$ cat src/rtl/pc_seq_pkg.sv
// Shared types and constants for the RV32I program-counter sequencer.
package pc_seq_pkg;

    typedef enum logic [1:0] {
        BOOT = 2'd0,
        RUN  = 2'd1,
        HALT = 2'd2
    } pc_state_e;

    localparam int unsigned INSN_BYTES = 4;
    localparam logic [1:0]  ALIGN_MASK = 2'b11;

    function automatic logic is_aligned(input logic [1:0] lsb);
        return (lsb & ALIGN_MASK) == 2'b00;
    endfunction

endpackage

$ cat src/rtl/pc_boot_timer.sv
// Post-reset hold counter: done rises after BOOT_CYCLES counted edges and
// saturates there; with BOOT_CYCLES = 0 done is constant high.
module pc_boot_timer #(
    parameter int unsigned BOOT_CYCLES = 4
) (
    input  logic clk,
    input  logic rst_n,
    input  logic count_en,
    output logic done
);

    if (BOOT_CYCLES == 0) begin : g_none
        assign done = 1'b1;
    end else begin : g_count
        localparam int unsigned   CW   = $clog2(BOOT_CYCLES + 1);
        localparam logic [CW-1:0] LAST = CW'(BOOT_CYCLES);

        logic [CW-1:0] cnt_q;
        logic [CW-1:0] cnt_d;

        always_comb begin
            cnt_d = cnt_q;
            if (count_en && (cnt_q != LAST)) begin
                cnt_d = cnt_q + CW'(1);
            end
        end

        always_ff @(posedge clk or negedge rst_n) begin
            if (!rst_n) begin
                cnt_q <= '0;
            end else begin
                cnt_q <= cnt_d;
            end
        end

        assign done = (cnt_q == LAST);
    end

endmodule

$ cat src/rtl/pc_sequencer.sv
// Program counter with boot hold, debug halt/resume and misaligned-target
// detection. Define PC_TRAP_EN to add trap entry/return and the epc register.
module pc_sequencer
    import pc_seq_pkg::*;
#(
    parameter int unsigned          XLEN         = 32,
    parameter logic [XLEN-1:0]      RESET_VECTOR = XLEN'(32'h0000_0000),
    parameter int unsigned          BOOT_CYCLES  = 4,
    parameter logic [XLEN-1:0]      TRAP_VECTOR  = XLEN'(32'h0000_0100)
) (
    input  logic            clk,
    input  logic            reset_n,
    input  logic            enable,
    input  logic            jump,
    input  logic [XLEN-1:0] jump_address,
    input  logic            halt_req,
    input  logic            resume,
`ifdef PC_TRAP_EN
    input  logic            trap_req,
    input  logic            mret,
    output logic [XLEN-1:0] epc,
`endif
    output logic [XLEN-1:0] pc,
    output logic [XLEN-1:0] pc_plus4,
    output logic            running,
    output logic            misaligned,
    output pc_state_e       dbg_state
);

    if (XLEN < 8) begin : g_bad_xlen
        $error("pc_sequencer: XLEN must be at least 8");
    end
    if (!is_aligned(RESET_VECTOR[1:0])) begin : g_bad_reset_vector
        $error("pc_sequencer: RESET_VECTOR must be 4-byte aligned");
    end
    if (!is_aligned(TRAP_VECTOR[1:0])) begin : g_bad_trap_vector
        $error("pc_sequencer: TRAP_VECTOR must be 4-byte aligned");
    end

    pc_state_e       state_q, state_d;
    logic [XLEN-1:0] pc_q, pc_d;
    logic [XLEN-1:0] pc_inc;
    logic            running_q;
    logic            mis_q, mis_d;
    logic            boot_done;
`ifdef PC_TRAP_EN
    logic [XLEN-1:0] epc_q, epc_d;
`endif

    pc_boot_timer #(
        .BOOT_CYCLES(BOOT_CYCLES)
    ) u_boot_timer (
        .clk     (clk),
        .rst_n   (reset_n),
        .count_en(state_q == BOOT),
        .done    (boot_done)
    );

    // Wraps modulo 2^XLEN; the carry out is simply dropped.
    assign pc_inc = pc_q + XLEN'(INSN_BYTES);

    // Requests not taken in a cycle are dropped, never queued.
    always_comb begin
        state_d = state_q;
        pc_d    = pc_q;
        mis_d   = mis_q;
`ifdef PC_TRAP_EN
        epc_d   = epc_q;
`endif
        unique case (state_q)
            BOOT: begin
                if (boot_done) begin
                    state_d = RUN;
                end
            end
            RUN: begin
                if (halt_req) begin
                    state_d = HALT;
                end else if (!enable) begin
                    state_d = RUN;
`ifdef PC_TRAP_EN
                end else if (trap_req) begin
                    pc_d  = TRAP_VECTOR;
                    epc_d = pc_q;
                end else if (mret) begin
                    pc_d  = epc_q;
                    mis_d = 1'b0;
`endif
                end else if (jump && is_aligned(jump_address[1:0])) begin
                    pc_d = jump_address;
                end else if (jump) begin
                    mis_d = 1'b1;
`ifdef PC_TRAP_EN
                    pc_d  = TRAP_VECTOR;
                    epc_d = pc_q;
`else
                    state_d = HALT;
`endif
                end else begin
                    pc_d = pc_inc;
                end
            end
            HALT: begin
                if (resume && !halt_req) begin
                    state_d = RUN;
`ifndef PC_TRAP_EN
                    mis_d   = 1'b0;
`endif
                end
            end
            default: begin
                state_d = BOOT;
            end
        endcase
    end

    always_ff @(posedge clk or negedge reset_n) begin
        if (!reset_n) begin
            state_q   <= BOOT;
            pc_q      <= RESET_VECTOR;
            running_q <= 1'b0;
            mis_q     <= 1'b0;
        end else begin
            state_q   <= state_d;
            pc_q      <= pc_d;
            running_q <= (state_d == RUN);
            mis_q     <= mis_d;
        end
    end

`ifdef PC_TRAP_EN
    always_ff @(posedge clk or negedge reset_n) begin
        if (!reset_n) begin
            epc_q <= '0;
        end else begin
            epc_q <= epc_d;
        end
    end

    assign epc = epc_q;
`endif

    assign pc         = pc_q;
    assign pc_plus4   = pc_inc;
    assign running    = running_q;
    assign misaligned = mis_q;
    assign dbg_state  = state_q;

endmodule

$ cat config.mk
export PLATFORM = sky130hd
export DESIGN_NAME = pc_sequencer
export DESIGN_NICKNAME = d
export VERILOG_FILES = /design/src/rtl/pc_seq_pkg.sv /design/src/rtl/pc_boot_timer.sv /design/src/rtl/pc_sequencer.sv
export SDC_FILE = /design/constraint.sdc
export NUM_CORES = 1
export LEC_CHECK = 0
export BUFFER_PORTS_ARGS = -buffer_cell sky130_fd_sc_hd__buf_2
export CORE_MARGIN = 2
export CORE_UTILIZATION = 45
export CTS_CLUSTER_DIAMETER = 50
export DETAILED_ROUTE_END_ITERATION = 10
export PLACE_DENSITY = 0.79
export SKIP_LAST_GASP = 1
export SLEW_MARGIN = 20
export SYNTH_ARGS = -nofsm -noshare
export SYNTH_HDL_FRONTEND = slang
export SYNTH_HIERARCHICAL = 1
export SYNTH_SLANG_ARGS = --single-unit
export TNS_END_PERCENT = 5
$ cat constraint.sdc
create_clock -name clk -period 3.39 [get_ports clk]
set_input_delay 0.5085 -clock clk [delete_from_list [all_inputs] [get_ports clk]]
set_output_delay 0.5085 -clock clk [all_outputs]
set_load 0.02 [all_outputs]
==> reports/qor.txt <==
Post-Route WL - 9810 um
Post-synthesis cell type count - 67
Worst slack after detailed placement - 850 ps
Grt met3 use - 4.36%
Cell Area, Synth - 3340 sq um
Share of synthesized cell area in and, or, nand and nor gates - 29.9%
Most used standard cell by instance count after synthesis - sky130_fd_sc_hd__nand2_1
Hold bufs inserted after CTS - 0
EDFF count, synth - 0
Clk pin slew, worst setup/hold paths - 90 ps
Post-route DRC - 0
Dominant synthesized flop cell - sky130_fd_sc_hd__dfrtp_1
Initial antenna violation count - 0
Kind of critical path - reg -> out
Number of vias per cell after detailed routing - 6.10
Maximum number of pins on one net before global-route repair - 52
Total nets after synthesis - 456
F_max - 342 MHz
Antenna diode instance count - 0
# resized after CTS - 0
Largest family of logic cells by synthesized area - simple AND/OR/NAND/NOR gates
Final RePlAce weighted congestion - 0.933
Max-cap violations - 0
ANT nets after route - 0
Setup ws final - 467 ps
Final nets - 524
Final setup fails - 0
Endpoint kind of the worst setup timing path - output pin
Max Fanout on Critical Path - 9
Root Driver - sky130_fd_sc_hd__clkbuf_8
Layout overhead on the synthesized area - 17.0%
Xor and xnor fraction of the mapped netlist area - 7.35%
Post-synthesis sequential element count - 39
Crit start category - flop
# fillers - 722
Total number of clock tree sinks - 39
Average footprint of a synthesized cell - 8.04 sq um
Outcome - complete, no violations
Final setup TNS - 0 ps
Most area-hungry cell type in the Yosys netlist - sky130_fd_sc_hd__dfrtp_1
Number of hold violations in the final report - 0
Count of pins on the block boundary - 106
Synth warnings - 6
Hold Crit Class - in -> async
Cell Rows - 31
Per-cell routed wire length - 16.8 um
Number of H-tree levels - 2
Worst Clk Skew - 16.8 ps
Die X - 90.1 um
Lkg Pwr - 1.79 nW
Slew Viols, Final - 0
Via total after detailed routing - 3555
Worst ir drop on vdd - 0.188 mV
Met1 track demand over resource in global routing - 32.8%
Sequential share of the synthesized area - 29.2%
GR Overflow Total - 0
Post-synth top cells - 41 x sky130_fd_sc_hd__nand2_1, 39 x sky130_fd_sc_hd__dfrtp_1, 37 x sky130_fd_sc_hd__nor2_1, 22 x sky130_fd_sc_hd__clkbuf_1, 20 x sky130_fd_sc_hd__o21ai_0
Top cell type's share of synthesized area - 29.2%
DP HPWL - 6810 um
CTS Buffer Depth - 2
Compound-cell area share of the yosys netlist - 21.3%
Arrival time of data at the critical path endpoint - 2410 ps
GR met2 Demand/Resource - 36.9%
Transition time at the pin with the least slew margin - 914 ps
Async S/R FF share, synth - 100%
Clock tree from TritonCTS - built
DIE AREA - 8120 sq um
Final worst-path cycle share - 86.2%
RSZ-0062 raised after global routing - false
GR peak layer - met2
Final min period - 2920 ps
Initial cell density of the core - 46.3%
Max transition margin - 39.1%
Proportion of synthesized area in mux cells - 2.74%
Sequential cell area - 976 sq um
Post-CTS setup repair buffer count - 0
Dominant cells by area after synthesis - sky130_fd_sc_hd__dfrtp_1 29%, sky130_fd_sc_hd__nand2_1 4.6%, sky130_fd_sc_hd__xnor2_1 4.2%, sky130_fd_sc_hd__nor2_1 4.2%, sky130_fd_sc_hd__xor2_1 3.1%
Multi-input logic area - 2100 sq um
Cts bufs inserted - 5
Insertion delay to the later sink of the worst-skew pair - 310 ps
Areal power density over the cells - 410 nW/um^2
First-pass GRT wire length - 15800 um
Fraction of final layout cells with drive strength greater than 1 - 31.4%
Number of instances in the synthesized netlist - 415
Core box area - 7210 sq um
All-layer global routing usage - 23.5%
Post-synthesis adder-cell area fraction - 1.12%
Number of buffer cells added on primary ports - 105
Floorplan die height - 90.1 um
Via count of the first global-routing pass - 3219
First-pass iteration count of the detailed router - 7
Worst path required time - 2880 ps
Violation count after the first detailed-route iteration - 491
## sequential cells by signal, indices dropped and copies added (netlist names)
name                        cells
dbg_state                       2
misaligned                      1
running                         1
pc                             32
u_boot_timer/g_count.cnt_q      3
## layout make-up
type,instances,share of cell area [%]
Clock buffer,6,2.11
Inverter,7,0.673
Timing Repair Buffer,110,14.4
Multi-Input combinational cell,320,53.7
Clock inverter,2,0.897
Tap cell,99,3.17
Sequential cell,39,25.0
## routing by layer
layer | share of wire (%) | wire length [um]
met5 | 0 | 0
met4 | 2.1 | 206
met3 | 8.0 | 789
met2 | 48 | 4690
met1 | 42 | 4120
## critical path, stage by stage, from the launching register on
cell	delay [ps]
sky130_fd_sc_hd__dfrtp_1	490
sky130_fd_sc_hd__ha_1	320
sky130_fd_sc_hd__and2_1	320
sky130_fd_sc_hd__nand2_1	210
sky130_fd_sc_hd__or3_1	460
sky130_fd_sc_hd__xnor2_1	140
sky130_fd_sc_hd__buf_2	170
## placed cells by master (no fill, tap or decap), types with 4 or more instances in the layout
cell                         n
sky130_fd_sc_hd__nor2_1     36
sky130_fd_sc_hd__and3_1      7
sky130_fd_sc_hd__a31oi_1     7
sky130_fd_sc_hd__o221a_2     9
sky130_fd_sc_hd__o31ai_1     4
sky130_fd_sc_hd__o22ai_1     7
sky130_fd_sc_hd__nor2b_1     4
sky130_fd_sc_hd__a21oi_1    11
sky130_fd_sc_hd__o21a_1      4
sky130_fd_sc_hd__buf_4       5
sky130_fd_sc_hd__or2_2       4
sky130_fd_sc_hd__nand4_1    15
sky130_fd_sc_hd__xor2_1     12
sky130_fd_sc_hd__inv_1       7
sky130_fd_sc_hd__and2_1      5
sky130_fd_sc_hd__nand3_1    18
sky130_fd_sc_hd__or3_1       5
sky130_fd_sc_hd__nor3_1     19
sky130_fd_sc_hd__mux2_2      5
sky130_fd_sc_hd__nor4_1      9
sky130_fd_sc_hd__dfrtp_1    39
sky130_fd_sc_hd__o21ai_0    20
sky130_fd_sc_hd__xnor2_1    16
sky130_fd_sc_hd__clkbuf_8    6
sky130_fd_sc_hd__buf_2     105
sky130_fd_sc_hd__o211a_1     4
sky130_fd_sc_hd__nand2_1    41
## final timing paths
path	startpoint	end	slack [ps]	cells past startpoint
worst max-delay path	pc[2]	pc_plus4[24]	470	6
worst min-delay path	reset_n	pc[3]	330	1
worst max register to register	pc[5]	pc[15]	1100	4
worst min register to register	misaligned	misaligned	550	2
max in group asynchronous	reset_n	pc[14]	2480	1
min in group clk	jump_address[9]	pc[9]	510	3
## per-stage QoR
| step | std cells | util (%) | total power, W | instance area (sq um) | hold WS (ps) |
|---|---|---|---|---|---|
| 2_1_floorplan | 415 | - | 0.00102 | 3340 | 213 |
| 3_3_place_gp | 575 | 52.5 | 0.00116 | 3790 | 516 |
| 3_5_place_dp | 575 | 52.5 | 0.00118 | 3790 | 531 |
| 4_1_cts | 583 | 54.1 | 0.00160 | 3910 | 379 |
| 5_1_grt | 583 | 54.1 | 0.00169 | 3910 | 408 |
| 6_report | 583 | 54.1 | 0.00160 | 3910 | 332 |
## power by group
group          leakage (nW)  switching (W)  internal [W]
registers             0.491       0.000104      0.000526
logic                  1.23       0.000313      0.000236
clock network        0.0612       0.000185      0.000239
## cells by family after synthesis
| kind of cell | count (synthesis) |
|---|---|
| buffers and inverters | 56 |
| DFF | 39 |
| and+or+nand+nor | 184 |
| muxes | 8 |
| AOI/OAI and AO/OA | 97 |
| xor gates and xnor gates | 28 |
| adders and majority gates | 3 |
(Power assumes the default switching activity.)
